<file path="src/rtl/sram_controller.sv">
// SRAM controller for a pipeline MEM stage.
// Each load or store holds the pipeline for a fixed number of SRAM access cycles.
// The transaction then spends one DONE cycle with ready high before the next can start.
// Out-of-range accesses never touch the SRAM; they return zero and pulse addr_err.
module sram_controller #(
  parameter int unsigned DATA_W      = 32,
  parameter int unsigned ADDR_W      = 32,
  parameter int unsigned SRAM_ADDR_W = 16,
  parameter int unsigned BASE_ADDR   = 1024,
  parameter int unsigned WAIT_CYCLES = 5
) (
  input  logic                   clk,
  input  logic                   rst,
  input  logic                   rd_en,
  input  logic                   wr_en,
  input  logic [ADDR_W-1:0]      address,
  input  logic [DATA_W-1:0]      write_data,
  output logic [DATA_W-1:0]      read_data,
  output logic                   ready,
  output logic                   addr_err,
  output logic [SRAM_ADDR_W-1:0] sram_addr,
  output logic [DATA_W-1:0]      sram_dq_out,
  output logic                   sram_dq_oe,
  input  logic [DATA_W-1:0]      sram_dq_in,
  output logic                   sram_we_n
);

  localparam int unsigned       CntW     = 6;
  localparam logic [CntW-1:0]   LastCnt  = CntW'(WAIT_CYCLES - 1);
  localparam logic [ADDR_W-1:0] BaseAddr = ADDR_W'(BASE_ADDR);

  typedef enum logic [1:0] {StIdle, StAccess, StDone} state_e;

  state_e                 state_q, state_d, state_eff;
  logic [CntW-1:0]        cnt_q, cnt_d, cnt_inc;
  logic                   is_wr_q, is_wr_d;
  logic                   oor_q, oor_d;
  logic [SRAM_ADDR_W-1:0] sram_addr_q, sram_addr_d;
  logic [DATA_W-1:0]      dq_out_q, dq_out_d;
  logic                   we_n_q, we_n_d;
  logic                   oe_q, oe_d;
  logic [DATA_W-1:0]      read_data_q, read_data_d;
  logic                   addr_err_q, addr_err_d;

  logic                   req;
  logic                   req_oor;
  logic [ADDR_W-1:0]      offset;
  logic [ADDR_W-1:0]      word_full;

  // Decode the incoming byte address into a word address and range flag.
  always_comb begin
    req       = rd_en | wr_en;
    offset    = address - BaseAddr;
    word_full = offset >> 2;
    // Any word-address bit above the SRAM depth means the access misses the array.
    req_oor   = (address < BaseAddr) || ((word_full >> SRAM_ADDR_W) != '0);
    cnt_inc   = cnt_q + CntW'(1);
  end

  // Pipeline stall: while in reset the FSM is treated as idle.
  always_comb begin
    state_eff = rst ? state_q : StIdle;
    ready     = !(((state_eff == StIdle) && req) || (state_eff == StAccess));
  end

  // Next-state logic. SRAM strobes are registered, so they are computed
  // one cycle ahead of the ACCESS cycle they belong to.
  always_comb begin
    state_d     = state_q;
    cnt_d       = cnt_q;
    is_wr_d     = is_wr_q;
    oor_d       = oor_q;
    sram_addr_d = sram_addr_q;
    dq_out_d    = dq_out_q;
    we_n_d      = 1'b1;
    oe_d        = 1'b0;
    read_data_d = read_data_q;
    addr_err_d  = 1'b0;

    unique case (state_q)
      StIdle: begin
        if (req) begin
          state_d     = StAccess;
          cnt_d       = '0;
          // Simultaneous rd_en and wr_en resolve to a write.
          is_wr_d     = wr_en;
          oor_d       = req_oor;
          sram_addr_d = word_full[SRAM_ADDR_W-1:0];
          dq_out_d    = wr_en ? write_data : dq_out_q;
          oe_d        = wr_en && !req_oor;
          // The last ACCESS cycle releases the strobe, so a one-cycle access never asserts it.
          we_n_d      = !(wr_en && !req_oor && (LastCnt != '0));
        end
      end
      StAccess: begin
        if (cnt_q == LastCnt) begin
          state_d    = StDone;
          addr_err_d = oor_q;
          if (oor_q) begin
            read_data_d = '0;
          end else if (!is_wr_q) begin
            read_data_d = sram_dq_in;
          end
        end else begin
          cnt_d  = cnt_inc;
          oe_d   = is_wr_q && !oor_q;
          we_n_d = !(is_wr_q && !oor_q && (cnt_inc != LastCnt));
        end
      end
      StDone: begin
        // Requests still held here belong to the finished transaction.
        state_d = StIdle;
      end
      default: begin
        state_d = StIdle;
      end
    endcase
  end

  // State and output registers with synchronous active-low reset.
  always_ff @(posedge clk) begin
    if (!rst) begin
      state_q     <= StIdle;
      cnt_q       <= '0;
      is_wr_q     <= 1'b0;
      oor_q       <= 1'b0;
      sram_addr_q <= '0;
      dq_out_q    <= '0;
      we_n_q      <= 1'b1;
      oe_q        <= 1'b0;
      read_data_q <= '0;
      addr_err_q  <= 1'b0;
    end else begin
      state_q     <= state_d;
      cnt_q       <= cnt_d;
      is_wr_q     <= is_wr_d;
      oor_q       <= oor_d;
      sram_addr_q <= sram_addr_d;
      dq_out_q    <= dq_out_d;
      we_n_q      <= we_n_d;
      oe_q        <= oe_d;
      read_data_q <= read_data_d;
      addr_err_q  <= addr_err_d;
    end
  end

  assign read_data   = read_data_q;
  assign addr_err    = addr_err_q;
  assign sram_addr   = sram_addr_q;
  assign sram_dq_out = dq_out_q;
  assign sram_dq_oe  = oe_q;
  assign sram_we_n   = we_n_q;

endmodule
</file>
<file path="config.mk">
export PLATFORM = sky130hd
export DESIGN_NAME = sram_controller
export DESIGN_NICKNAME = d
export VERILOG_FILES = /design/src/rtl/sram_controller.sv
export SDC_FILE = /design/constraint.sdc
export NUM_CORES = 1
export LEC_CHECK = 0
export ABC_AREA = 1
export CAP_MARGIN = 20
export CELL_PAD_IN_SITES_DETAIL_PLACEMENT = 0
export CELL_PAD_IN_SITES_GLOBAL_PLACEMENT = 1
export CORE_MARGIN = 2
export CORE_UTILIZATION = 30
export CTS_CLUSTER_SIZE = 14
export DETAILED_ROUTE_END_ITERATION = 10
export PLACE_DENSITY_LB_ADDON = 0.1
export SLEW_MARGIN = 20
export SYNTH_ARGS = -nofsm -noshare
export SYNTH_HDL_FRONTEND = slang
export SYNTH_SLANG_ARGS = --single-unit
</file>
<file path="constraint.sdc">
create_clock -name clk -period 2.3 [get_ports clk]
set_input_delay 0.23 -clock clk [delete_from_list [all_inputs] [get_ports clk]]
set_output_delay 0.23 -clock clk [all_outputs]
set_load 0.02 [all_outputs]
</file>
# Word-level counts from Yosys, hierarchy flattened

Index checks and enable logic that the tools add are counted.

Flip-flop bits (word level): 93
Input port bits: 100
Logic and storage cells: 58
Output and inout bits: 84

Bitwise logic cells: 1
Equality and inequality tests: 8
Multiplexer cells: 15
Add/sub/neg operators: 2
Order comparisons: 1
Reductions and logical operators: 21

Operator list:

| kind                                                   | count |
|---|---|
| 2-to-1 mux 32 bit                                      | 2 |
| < comparator 32 x 11 -> 1 bit (second input constant)  | 1 |
| nonzero test 32 bit                                    | 1 |
| subtractor 32 x 11 -> 32 bit (second input constant)   | 1 |
| 2-to-1 mux 6 bit                                       | 2 |
| case mux 6 bit (2 select lines)                        | 1 |
| AND reduction 3 bit                                    | 4 |
| adder 6 x 1 -> 6 bit (second input constant)           | 1 |
| equality test 6 x 3 -> 1 bit (second input constant)   | 1 |
| 2-to-1 mux 2 bit                                       | 3 |
| inequality test 2 bit (second input constant)          | 3 |
| inequality test 6 x 3 -> 1 bit (second input constant) | 1 |
| logical NOT 1 bit                                      | 5 |
| equality test 2 x 1 -> 1 bit (second input constant)   | 2 |
| logical AND 1 bit                                      | 4 |
| logical NOT 2 bit                                      | 2 |
| 2-to-1 mux 1 bit                                       | 4 |
| case mux 1 bit (2 select lines)                        | 2 |
| case mux 2 bit (2 select lines)                        | 1 |
| AND reduction 2 bit                                    | 2 |
| logical OR 1 bit                                       | 2 |
| inequality test 2 x 1 -> 1 bit (second input constant) | 1 |
| nonzero test 2 bit                                     | 1 |
| OR 1 bit                                               | 1 |

# Logic depth before layout (Yosys ltp)

Gate-level depths: netlist of the first run.

Depth after elaboration: 8
Depth in mapped cells: 13
Gate-level depth less buffers: 13

# Least setup slack after synthesis of the first run

OpenSTA, ideal clock, no wires.

Path type: reg-to-reg
Start point: register cnt_q[0]
End point: register read_data_q[26] (netlist: read_data[26])
Library setup time: 0.134 ns
Buffers on the path: 1
Slack: 0.805 ns
Cell stages (with the launch flop): 11
Clock period less this slack: 1.495 ns
Data required time: 2.166 ns
Arrival: 1.361 ns
Cells stage by stage: dfxtp_1 -> inv_1 -> ha_1 -> nand3_1 -> nor3_2 -> nand2_1 -> nor2_2 -> inv_2 -> buf_2 -> nand2_1 -> a21oi_1

Cells in the longest elaborated chain, start to end: 2

Ends and longest elaborated chain:

| what                                 | line | RTL |
|---|---|---|
| from (decl)                          | 35   | `logic [CntW-1:0] cnt_q, cnt_d, cnt_inc;` |
| from (signal assigned)               | 135  | `cnt_q <= cnt_d;` |
| equality test 6 x 3 -> 1 bit         | 96   | `if (cnt_q == LastCnt) begin` |
| AND reduction 3 bit (no source line) | --   |  |
| to (signal assigned)                 | 142  | `read_data_q <= read_data_d;` |
| to (decl)                            | 42   | `logic [DATA_W-1:0] read_data_q, read_data_d;` |

Every way passes these cells.
A chain may end at the register's enable or synchronous reset.

# Worst setup path in the final report of the first run

Start point: input rst
End point: output ready

Cells in the longest elaborated chain, start to end: 5
Elaborated cells between the ends (all ways): 6
Those cells by class: 1 x eq/ne; 1 x mux; 4 x reduce/logical

Ends and longest elaborated chain:

| what                  | line | RTL |
|---|---|---|
| from (decl)           | 13   | `input logic rst,` |
| 2-to-1 mux 2 bit (*)  | 62   | `state_eff = rst ? state_q : StIdle;` |
| logical NOT 2 bit     | 63   | `ready = !(((state_eff == StIdle) && req) \|\| (state_eff == StAccess));` |
| logical AND 1 bit     | 63   |  |
| logical OR 1 bit (*)  | 63   |  |
| logical NOT 1 bit (*) | 63   |  |
| to (decl)             | 19   | `output logic ready,` |

Every way passes the cells marked *; elsewhere a longest branch is shown, timed or not.

==> results.md, run 1 <==
* Result of the run: completed
* Async SR Flop Fraction at 0
* Unrepaired setup endpoints after global routing: false
* Post-CTS sizing at 0
* Top achievable clock speed at 523 MHz
* Clock latency on the worst-skew pair at 0.34 ns
* Synth warnings at 0
* Maximum clock insertion buffer count at 2
* First-pass GRT wire length at 18600 um
* Fraction of synthesized cell area taken by the top area cell type at 0.466
* Final-report setup violation count at 0
* Share of the clock period used by the worst path at 0.831
* P_sw at 1.02 mW
* Total number of H-tree levels at 3
* Count of final hold-check violations at 0
* Leftover overflow at the end of global routing at 0
* Pwr Density at 614 nW/um2
* Detailed Routing Iterations Pass 1 at 5
* Final period demand of the worst path at 1.91 ns
* GRT Total Usage at 0.162
* Actual transition at the worst max-transition pin at 0.824 ns
* Share of post-route cells with drive strength above 1 at 0.0622
* Final layout net count at 837
* Clock Skews at 0.00961 ns
* CTS tree: done
* Vias per inst at 4.56
* Ranking of synthesized cells by area: dfxtp_1 (47%), nor2_1 (12%), nand2_1 (9.5%), o21ai_0 (6.3%), a21oi_1 (5.3%)
* Combinational power share at 0.186
* Total vias in the final route at 4171
* Initial antenna violation count at 0
* Syn nets at 664
* CTS hold repair buffers at 0
* Final antenna diode count at 0
* Switching share of power at 0.267
* Most common cell in the netlist: nor2_1
* Post-CTS Setup Inserts at 0
* Classification of the worst-slack hold path: primary input to register
* Largest net degree at the start of global routing at 47
* Lkg Pwr at 2.36 nW
* Detailed Place HPWL at 8370 um
* # placed instances at 899
* Die outline width at 119 um
* Clock sink count at 93
* Netlist area before placement at 4000 um2
* Floorplan core area at 13100 um2
* Portion of the post-synthesis area used by sequential elements at 0.466
* Worst slew slack as a fraction of its limit at 0.450
* Number of remaining DRC errors at 0
* Critical Path Fanout Max at 5
* Mean routed wirelength per cell at 12.7 um
* Chip height at 119 um
* Final max-slew violation count at 0
* # IOs at 184
* Arrival @ worst endpoint at 1.68 ns
* Total CTS buffers at 9
* Total wire length at 11700 um
* Most frequently used flop master after synthesis: dfxtp_1
* Starting density of the core at 0.304
* Synthesized flop and latch total at 93
* Critical path class: primary input to output pin
* Number of cells in the finished layout apart from fillers at 915
* Sum Neg Setup Slack at 0 ns
* Setup crit end kind: output pin
* Critical Path Start Type: primary input
* Clock root cell: clkbuf_16
* Area enclosed by the die boundary at 14300 um2
* Internal power at 2.81 mW
* Average cell area after synthesis at 7.13 um2
* Number of enable-type register cells in the synthesized netlist at 0
* Core utilization of the finished layout at 0.476
* Post-Synthesis Cells at 561
* Port-buffer cells at 181
* Required time of the worst setup path at 2.07 ns
* Final worst-path setup slack at 0.388 ns
* Clock Power Share at 0.363
* Cell Rows at 42
* Cell taking the most area after synthesis: dfxtp_1
* Top cell types by occurrence after synthesis: nor2_1 (128), nand2_1 (101), dfxtp_1 (93)
* Max capacitance violation total at 0
* Weighted congestion at the end of routability-driven global placement at 0.773
* Initial drt markers at 219
* Layout overhead on the synthesized area at 56.3%
* Maximum VDD drop at 0.000323 V
* Vias in the first global route at 3867
* Clock input transition at the sequential cells of the worst setup and hold paths at 0.07 ns
* Antenna-violating nets left at 0
* Share of power burned in registers at 0.451
* Synth unique cells at 31
* Pre-CTS worst setup slack at 0.135 ns
## layout make-up
class	instances	area, um2
tap	176	220
clock buffer	11	243
timing repair buffer	189	1870
fill	1328	6890
multi-input combinational	409	1900
clock inverter	5	35.0
inverter	32	120
sequential	93	1860
## placed cells by master, fill, tap and decap left out, drive strengths merged, types with 4 or more instances in the layout
master         netlist  layout
clkdlybuf4s50        0     181
nor2               138     138
nand2              103     103
dfxtp               93      93
o21ai               50      50
nand3               44      44
a21oi               43      43
inv                 31      32
clkbuf              18      11
buf                  9       8
nand3b               6       6
xor2                 4       4
nor3                 4       4
clkinv               1       4
## power by group through the flow
stage / Clock (mW) / Combinational, mW / Sequential (mW)
after detailed placement: 0 / 0.720 / 1.77
after CTS: 1.46 / 0.724 / 1.73
after floorplan: 0 / 0.230 / 1.86
after global placement: 0 / 0.718 / 1.77
after global routing: 1.52 / 0.780 / 1.74
final: 1.39 / 0.714 / 1.73
## kinds of logic after synthesis
kind of cell / count (synthesis) / share of synthesized area
xor gates and xnor gates: 7 / 0.0153
buffers and inverters: 59 / 0.0601
DFF: 93 / 0.466
and+or+nand+nor: 302 / 0.325
adders and majority gates: 3 / 0.00939
AOI/OAI and AO/OA: 97 / 0.125
## state kept, by name, summed over array words and instances, names as in the netlist
register	cells
read_data	32
cnt_q	6
sram_we_n	1
sram_dq_out	32
addr_err	1
sram_addr	16
state_q	2
sram_dq_oe	1
oor_q	1
is_wr_q	1
## final timing paths
check,endpoint,start,slack (ns),depth (start not counted)
max,ready,rst,0.39,5
max reg2reg,read_data[6],cnt_q[0],0.55,9
min,read_data[14],sram_dq_in[14],0.46,3
min reg2reg,read_data[18],read_data[18],0.46,2
## worst max-delay path, cell delays in order
cell and delay [ns]:
clkdlybuf4s50_1 0.60, nand2_1 0.08, a22oi_1 0.16, inv_1 0.06
clkdlybuf4s50_1 0.56
## per-layer routing
layer  vias up  share of wire  GRT usage
li1       2153              -          -
met2       118           0.47      0.266
met4         0          0.013     0.0610
met1      1889           0.47      0.208
met3        11          0.048     0.0383
met5         -              0          0
## per-stage QoR
stage                     total power, mW  hold slack, ns  instance area [um2]
after global placement               2.48           0.451                 5970
after detailed placement             2.49           0.456                 5970
after CTS                            3.91           0.444                 6250
after global routing                 4.04           0.457                 6250
final                                3.84           0.455                 6250
after floorplan                      2.09           0.320                 4000
Note: power is estimated with default switching activity, not from simulation.
==> inputs of run 2 (changes only) <==
--- a/config.mk
+++ b/config.mk
@@ -10,7 +10,7 @@
 export CELL_PAD_IN_SITES_DETAIL_PLACEMENT = 0
 export CELL_PAD_IN_SITES_GLOBAL_PLACEMENT = 1
 export CORE_MARGIN = 2
-export CORE_UTILIZATION = 30
+export CORE_UTILIZATION = 25
 export CTS_CLUSTER_SIZE = 14
 export DETAILED_ROUTE_END_ITERATION = 10
 export PLACE_DENSITY_LB_ADDON = 0.1
==> constraint.sdc (replaced) <==
create_clock -name clk -period 1.5 [get_ports clk]
set_input_delay 0.15 -clock clk [delete_from_list [all_inputs] [get_ports clk]]
set_output_delay 0.15 -clock clk [all_outputs]
set_load 0.02 [all_outputs]
==> run 2 against run 1 <==
  * The run now ends with negative setup slack left
  * Clock power up 60%
  * Sequential share of layout area down 4.0 points
  * Register-to-register slack worse by 0.65 ns
  * Cell count up 11%
  * Worst hold slack worse by 0.30 ns
  * Count of clock-buffer cells in the layout down 1
  * First-iteration DRC count down 41%
  * Global-route usage down 0.78 points
  * Clock skew down 0.0012 ns
  * Critical endpoint is now read_data[22]
  * Largest cell class is now non-clock buffers
==> results.md, run 2 (same netlist as run 1, synthesis figures left out) <==
* Chip height at 130 um
* Mean routed wirelength per cell at 13.6 um
* First-pass GRT wire length at 20700 um
* Clock Skews at 0.00842 ns
* Result of the run: finished with violations
* Antenna-violating nets left at 0
* Biggest cell delay along the critical path at 0.33 ns
* Critical path, cell by cell: inv_2, ha_4, nand3_4, nor3_4, nand2_2, nor2_4, buf_4, inv_4, clkbuf_16, nand2_1, a21oi_2
* Max capacitance violation total at 0
* GRT Total Usage at 0.155
* CTS tree: done
* Cell Rows at 46
* Sum Neg Setup Slack at -2.47 ns
* Required time of the worst setup path at 1.74 ns
* Total number of H-tree levels at 3
* Share of power burned in registers at 0.433
* Pre-CTS worst setup slack at -0.492 ns
* Lkg Pwr at 3.18 nW
* Arrival @ worst endpoint at 1.84 ns
* Maximum clock insertion buffer count at 2
* Number of cells in the finished layout apart from fillers at 1012
* P_sw at 1.71 mW
* Clock sink count at 93
* Final layout net count at 894
* Clock input transition at the sequential cells of the worst setup and hold paths at 0.07 ns
* Number of remaining DRC errors at 0
* Clock Power Share at 0.361
* Layout overhead on the synthesized area at 80.7%
* Share of the clock period used by the worst path at 1.07
* Pwr Density at 850 nW/um2
* Share of post-route cells with drive strength above 1 at 0.202
* Core utilization of the finished layout at 0.458
* Vias in the first global route at 4270
* Final period demand of the worst path at 1.60 ns
* Failing checks: negative setup slack
* Count of final hold-check violations at 0
* # IOs at 184
* Maximum VDD drop at 0.000526 V
* Post-layout power at 6.14 mW
* Top achievable clock speed at 625 MHz
* Clock latency on the worst-skew pair at 0.35 ns
* Clock root cell: clkbuf_16
* Vias per inst at 4.40
* Setup crit end kind: register
* Total CTS buffers at 9
* Port-buffer cells at 181
* Floorplan core area at 15800 um2
* Weighted congestion at the end of routability-driven global placement at 0.848
* Post-Route Hold Slack at 0.154 ns
* Final antenna diode count at 0
* Die outline width at 130 um
* Initial antenna violation count at 0
* Critical Path Fanout Max at 8
* Switching share of power at 0.279
* # placed instances at 983
* Final-report setup violation count at 32
* Worst slew slack as a fraction of its limit at 0.695
* Detailed Routing Iterations Pass 1 at 4
* Detailed Place HPWL at 9410 um
* Area enclosed by the die boundary at 17000 um2
* Initial drt markers at 130
* Total wire length at 13800 um
* Area after detailed placement at 6440 um2
* Slowest cell on the critical path: dfxtp_2
* Total vias in the final route at 4448
* Unrepaired setup endpoints after global routing: true
* Final max-slew violation count at 0
* Internal power at 4.43 mW
* Starting density of the core at 0.254
* Critical Path Start Type: register
* Final instance area at 7220 um2
* Most common cell after layout, fill and taps aside: clkdlybuf4s50_1
* Critical path class: register to register
* Filler cell count at 1578
* Largest net degree at the start of global routing at 49
* Leftover overflow at the end of global routing at 0
* Final worst-path setup slack at -0.0995 ns
* Combinational power share at 0.206
* Actual transition at the worst max-transition pin at 0.457 ns
* Most used cells in the layout excluding fill and tap cells: clkdlybuf4s50_1 (143), nor2_1 (106), nand2_1 (94), dfxtp_1 (91)
* Classification of the worst-slack hold path: primary input to register
## run 2: cell count changes in the layout (fill, tap and decap cells not counted), moves of 18 or more
| cell | change |
|---|---|
| nor2_1 | -22 |
| dlymetal6s2s_1 | +34 |
| clkdlybuf4s50_1 | -38 |
| buf_4 | +42 |
| nor2_2 | +18 |
## run 2: final cells by class
class	instances	area (um2)	area share
flip-flops and latches	93	1860	0.258
clock inverters	6	45.0	0.00623
inverters	32	123	0.0170
repair buffers	246	2570	0.355
well taps	216	270	0.0374
clock buffers	10	239	0.0331
multi-input cells	409	2120	0.293
## run 2: per-layer routing
layer / routed length (um) / track usage / share of wire / up-vias
met2: 6350 / 0.259 / 0.46 / 117
met5: 0 / 0 / 0 / -
met3: 880 / 0.0399 / 0.064 / 14
met4: 190 / 0.0476 / 0.014 / 0
met1: 6380 / 0.197 / 0.46 / 2048
li1: - / - / - / 2269
## run 2: power by group through the flow
stage / combinational, mW / sequential, mW / clock (mW)
after CTS: 1.25 / 2.66 / 2.31
final: 1.27 / 2.66 / 2.22
after detailed placement: 1.23 / 2.71 / 0
after global routing: 1.38 / 2.67 / 2.41
after global placement: 1.23 / 2.71 / 0
after floorplan: 0.353 / 2.85 / 0
## run 2: worst paths after layout
kind,slack [ns],depth (start not counted),from,endpoint
worst max-delay path,-0.1,11,cnt_q[0],read_data[22]
worst min-delay path,0.15,2,address[10],sram_addr[8]
worst max register to register,-0.1,11,cnt_q[0],read_data[22]
worst min register to register,0.46,2,read_data[2],read_data[2]
## run 2: what timing repair did
item / in CTS / in global routing
setup endpoints to repair: 44 / 91
pin swaps: 2 / 14
gates cloned: 2 / 4
hold buffers: 0 / 0
buffers inserted: 6 / 1
resized for setup: 20 / 90
## run 2: worst max-delay path: cells and delay by family (launching register included)
kind                       cells  cell delay, ns
AOI/OAI and AO/OA              1            0.05
adders and majority gates      1            0.15
buffers and inverters          4            0.42
DFF                            1            0.33
and+or+nand+nor                5            0.53
==> inputs of run 3 (changes only) <==
--- a/config.mk
+++ b/config.mk
@@ -14,6 +14,7 @@
 export CTS_CLUSTER_SIZE = 14
 export DETAILED_ROUTE_END_ITERATION = 10
 export PLACE_DENSITY_LB_ADDON = 0.1
+export SKIP_CTS_REPAIR_TIMING = 1
 export SLEW_MARGIN = 20
 export SYNTH_ARGS = -nofsm -noshare
 export SYNTH_HDL_FRONTEND = slang
==> run 3 against run 2 <==
  * The flow still finishes with violations (negative setup slack)
  * Combinational power about the same
  * Largest power group unchanged
  * Global-route usage decreased by 0.53 points
  * Sequential share of layout area decreased by 0.46 points
  * Clock power about the same
  * Via count decreased by 0.22%
  * Non-clock buffer count decreased by 6
  * Worst setup slack got worse by 0.063 ns
==> results.md, run 3 (same netlist as run 1, synthesis figures left out) <==
* Initial drt markers at 141
* Port-buffer cells at 181
* First-pass GRT wire length at 20100 um
* Clock latency on the worst-skew pair at 0.35 ns
* Clock sink count at 93
* Sum Neg Setup Slack at -4.56 ns
* Largest delay contributor family on the critical path: simple AND/OR/NAND/NOR gates
* Final period demand of the worst path at 1.66 ns
* Final worst-path setup slack at -0.163 ns
* Total wire length at 13900 um
* Classification of the worst-slack hold path: primary input to register
* Most used cells in the layout excluding fill and tap cells: clkdlybuf4s50_1 (136), nor2_1 (108), dfxtp_1 (92), nand2_1 (87), o21ai_0 (50)
* Vias in the first global route at 4166
* Area enclosed by the die boundary at 17000 um2
* Worst slew slack as a fraction of its limit at 0.603
* Detailed Place HPWL at 9410 um
* Final max-slew violation count at 0
* Critical Path Start Type: register
* Setup crit end: read_data[5]
* Final layout net count at 888
* Unrepaired setup endpoints after global routing: true
* Critical path class: register to register
* Share of the clock period used by the worst path at 1.11
* Pwr Density at 837 nW/um2
* Clock root cell: clkbuf_16
* Result of the run: finished with violations
* Initial antenna violation count at 0
* Starting density of the core at 0.254
* # IOs at 184
* Final antenna diode count at 0
* Maximum clock insertion buffer count at 2
* Top achievable clock speed at 601 MHz
* Footprint of the multi-input gates at 2280 um2
* Clock input transition at the sequential cells of the worst setup and hold paths at 0.07 ns
* Cell Rows at 46
* Worst R2R End: read_data[5]
* FF/Latch Area at 1860 um2
* Failing checks: negative setup slack
* Chip height at 130 um
* Count of final hold-check violations at 0
* Register-to-register setup slack at -0.16 ns
* Filler cell count at 1559
* Total number of H-tree levels at 3
* Vias per inst at 4.41
* Largest net degree at the start of global routing at 49
* Layout overhead on the synthesized area at 83.8%
* Floorplan core area at 15800 um2
* Max capacitance violation total at 0
* Number of remaining DRC errors at 0
* Share of post-route cells with drive strength above 1 at 0.214
* Leftover overflow at the end of global routing at 0
* Arrival @ worst endpoint at 1.94 ns
* CTS tree: done
* Total vias in the final route at 4438
* Post-layout power at 6.15 mW
* Weighted congestion at the end of routability-driven global placement at 0.848
* # placed instances at 983
* Slowest cell on the critical path: dfxtp_2
* Core utilization of the finished layout at 0.466
* Maximum VDD drop at 0.000530 V
* Final-report setup violation count at 35
* FF-to-FF Start: cnt_q[0]
* Mean routed wirelength per cell at 13.9 um
* Total CTS buffers at 9
* Critical Path Fanout Max at 16
* Logic depth of the worst path, buffers included at 9
* Setup crit end kind: register
* Most common cell after layout, fill and taps aside: clkdlybuf4s50_1
* Clock Skews at 0.00765 ns
* Antenna-violating nets left at 0
* Biggest cell delay along the critical path at 0.33 ns
* Lkg Pwr at 3.33 nW
* Required time of the worst setup path at 1.78 ns
* Depth of the worst register-to-register path at 9
* Number of cells in the finished layout apart from fillers at 1006
* Critical path, cell by cell: inv_2, ha_4, nand3_4, nor3_4, nand2_2, nor2_4, clkbuf_16, nand3_1, a21oi_1
* Die outline width at 130 um
* Actual transition at the worst max-transition pin at 0.595 ns
* Detailed Routing Iterations Pass 1 at 4
* Source of the critical timing path: cnt_q[0]
* Buffering stage count on the worst path with inverters included at 2
* GRT Total Usage at 0.149
==> run 3: cell count changes in the layout (fill, tap and decap cells not counted), sizes merged <==
cell,before,now
buf,62,55
dlygate4sd2,3,0
clkdlybuf4s50,143,136
dlymetal6s2s,34,45
==> run 3: routing by layer <==
layer,wire [um],global-route usage,up-vias
li1,-,-,2260
met1,6480,0.189,2058
met2,6510,0.250,108
met3,788,0.0403,12
met4,157,0.0451,0
met5,0,0,-
==> run 3: how the worst min path moves through the flow <==
stage              startpoint            end  slack [ns]  depth (start not counted)
3_5_place_dp    read_data[30]  read_data[30]        0.46                          2
2_1_floorplan     address[10]   sram_addr[8]        0.24                          1
4_1_cts        sram_dq_in[30]  read_data[30]        0.35                          3
5_1_grt           address[10]   sram_addr[8]        0.06                          2
6_report          address[10]   sram_addr[8]        0.05                          2
3_3_place_gp     read_data[0]   read_data[0]        0.45                          2
==> run 3: cell type report <==
| cell class | count | share of cell area |
|---|---|---|
| flip-flops and latches | 93 | 0.253 |
| clock buffers | 10 | 0.0325 |
| clock inverters | 6 | 0.00613 |
| inverters | 32 | 0.0167 |
| well taps | 216 | 0.0368 |
| multi-input cells | 409 | 0.310 |
| repair buffers | 240 | 0.344 |
==> run 3: power breakdown <==
part | internal [mW] | switching [mW]
clock network | 1.18 | 1.03
logic | 0.643 | 0.637
registers | 2.60 | 0.0612
==> run 3: metrics by stage <==
stage / setup slack, ns / hold WS (ns) / instance area (um2)
floorplan: 0.00534 / 0.240 / 4000
global placement: -0.469 / 0.451 / 6440
detailed placement: -0.492 / 0.455 / 6440
CTS: -0.228 / 0.352 / 6720
global route: -0.266 / 0.0645 / 7350
finish: -0.163 / 0.0518 / 7350
==> patch: new RTL, settings of run 3 <==
Take the reset off `sram_addr_q` and `read_data_q` and load them in a clocked block of their own.
--- a/src/rtl/sram_controller.sv
+++ b/src/rtl/sram_controller.sv
@@ -124,24 +124,25 @@
       cnt_q       <= '0;
       is_wr_q     <= 1'b0;
       oor_q       <= 1'b0;
-      sram_addr_q <= '0;
       dq_out_q    <= '0;
       we_n_q      <= 1'b1;
       oe_q        <= 1'b0;
-      read_data_q <= '0;
       addr_err_q  <= 1'b0;
     end else begin
       state_q     <= state_d;
       cnt_q       <= cnt_d;
       is_wr_q     <= is_wr_d;
       oor_q       <= oor_d;
-      sram_addr_q <= sram_addr_d;
       dq_out_q    <= dq_out_d;
       we_n_q      <= we_n_d;
       oe_q        <= oe_d;
-      read_data_q <= read_data_d;
       addr_err_q  <= addr_err_d;
     end
+  end
+
+  always_ff @(posedge clk) begin
+    sram_addr_q <= sram_addr_d;
+    read_data_q <= read_data_d;
   end
 
   assign read_data   = read_data_q;
Behaviour: not the same (Yosys sat finds a counterexample within 4 cycles, from zero or initial values and one cycle with rst low).
==> patch against run 3 <==
  * Total power up 2.9%
  * Largest power group unchanged
  * Clock skew up 0.87 ps
  * Via count down 9.1%
  * Routed wire length down 7.8%
  * Setup slack better by 200 ps
  * Cell area up 0.12%
  * Fmax up 13%
  * Critical path type unchanged
  * Die area up 6.2%
  * Synthesized cell count down 7.8%
  * Critical endpoint is now read_data[27]
  * Global-route usage down 1.3 points
  * Area after synthesis up 6.4%
  * Sequential cell count unchanged
==> patch: results (changes against run 3) <==
- The layout-stage area growth over the synthesis result came to 72.9% (was 83.8%).
- Cell Count, Final, Fillers Out: 974 (was 1006)
* Critical-path maximum fanout: 8 (was 16)
- The global router's overall resource usage was 13.6% (was 14.9%).
- The half-perimeter wire length after placement came to 9730 um (was 9410 um).
* Layout clock buffers: 12 (was 10)
* Skew final: 8.52 ps (was 7.65 ps)
- The data arrival time of the critical path was 1530 ps (was 1940 ps).
* Detailed-routing iteration count for the pre-antenna-repair pass: 6 (was 4)
- Run status: completed (was finished, violations left).
- The switching fraction of total power was 26.1% (was 28.1%).
- The non-clock buffer count in the final layout came to 235 (was 240).
* Number of instances in the synthesized netlist: 517 (was 561)
- The number of global-route vias before repair came to 3895 (was 4166).
* Pin count of the biggest net entering global routing: 33 (was 49)
- The worst voltage drop across the vdd grid was 0.500 mV (was 0.530 mV).
* Synthesized Nets: 620 (was 664)
- Fraction of layout instances using a drive strength above 1: 20.7% (was 21.4%)
* Final #Nets: 852 (was 888)
- Number of inserted filler cells in the final layout: 1658 (was 1559)
- Detailed-route wire length per cell: 13.2 um (was 13.9 um)
* P_leak: 3.27 nW (was 3.33 nW)
- Non-clk invs: 73 (was 32)
- The area share of buffers outside the clock network is 32.1% (was 34.4%).
- Main flop type after synthesis: edfxtp_1 (was dfxtp_1)
- The part of the power in registers is 45.2% (was 43.2%).
- The number of flops mapped to enable cells by yosys was 48 (was 0).
- Yosys top cell area share: 33.9% (was 46.6%)
- Top post-synthesis cells by area: edfxtp_1 (34%), dfxtp_1 (21%), nor2_1 (13%), nand2_1 (7.0%), inv_1 (6.3%) (was dfxtp_1 (47%), nor2_1 (12%), nand2_1 (9.5%), o21ai_0 (6.3%), a21oi_1 (5.3%)).
- Top cells by instance count after synthesis: nor2_1 (146), nand2_1 (79), inv_1 (72), edfxtp_1 (48), dfxtp_1 (45) (was nor2_1 (128), nand2_1 (101), dfxtp_1 (93), o21ai_0 (50))
- Crit path max-delay cell type: dfxtp_4 (was dfxtp_2)
- Final weighted congestion in routability-driven placement: 0.853 (was 0.848)
## patch: cell types whose count changed after synthesis, sizes merged, moves of 2 or more
cell,before,now
o21ai,50,39
xor2,4,7
or2,3,1
nand3,44,19
nand2,103,85
nor2,138,158
edfxtp,0,48
inv,31,73
dfxtp,93,45
buf,9,0
a21oi,43,8
clkbuf,18,14
## patch: cells by family (layout without fill, tap and decap cells)
| family | Yosys count | in the layout | share of synthesized area (%) |
|---|---|---|---|
| adders and majority gates | 3 | 3 | 0.882 |
| xor gates and xnor gates | 9 | 9 | 1.85 |
| DFF | 93 | 93 | 55.0 |
| and+or+nand+nor | 276 | 276 | 28.6 |
| AOI/OAI and AO/OA | 49 | 49 | 5.94 |
| buffers and inverters | 87 | 324 | 7.67 |
## patch: routing by layer
metal	global-route usage [%]	vias up	share of wire, %
met3	2.70	11	4.6
met2	23.5	99	51
li1	-	2079	-
met4	4.74	0	1.4
met5	0	-	0
met1	17.0	1845	43
## patch: final timing paths
| check | start | end | cells after the start |
|---|---|---|---|
| max reg2reg | cnt_q[2] | read_data[27] | 7 |
| max | cnt_q[2] | read_data[27] | 7 |
| min | address[17] | sram_addr[15] | 2 |
| min reg2reg | is_wr_q | is_wr_q | 2 |
## patch: worst register-to-register path, stage by stage, from the launching register on
cell       delay [ps]
dfxtp_4           370
inv_4              40
nor3_4            110
and3_4            230
inv_4              50
nor2_4             90
buf_12            140
clkbuf_16         150
## patch: metrics by stage
stage	cell area, um^2	total power [W]	hold WS [ps]	util (%)
after floorplan	4280	0.00343	249	-
after global placement	6700	0.00414	450	40.3
after detailed placement	6700	0.00415	455	40.3
after CTS	6990	0.00641	344	42.0
after global routing	7360	0.00665	273	44.2
final	7360	0.00633	267	44.2
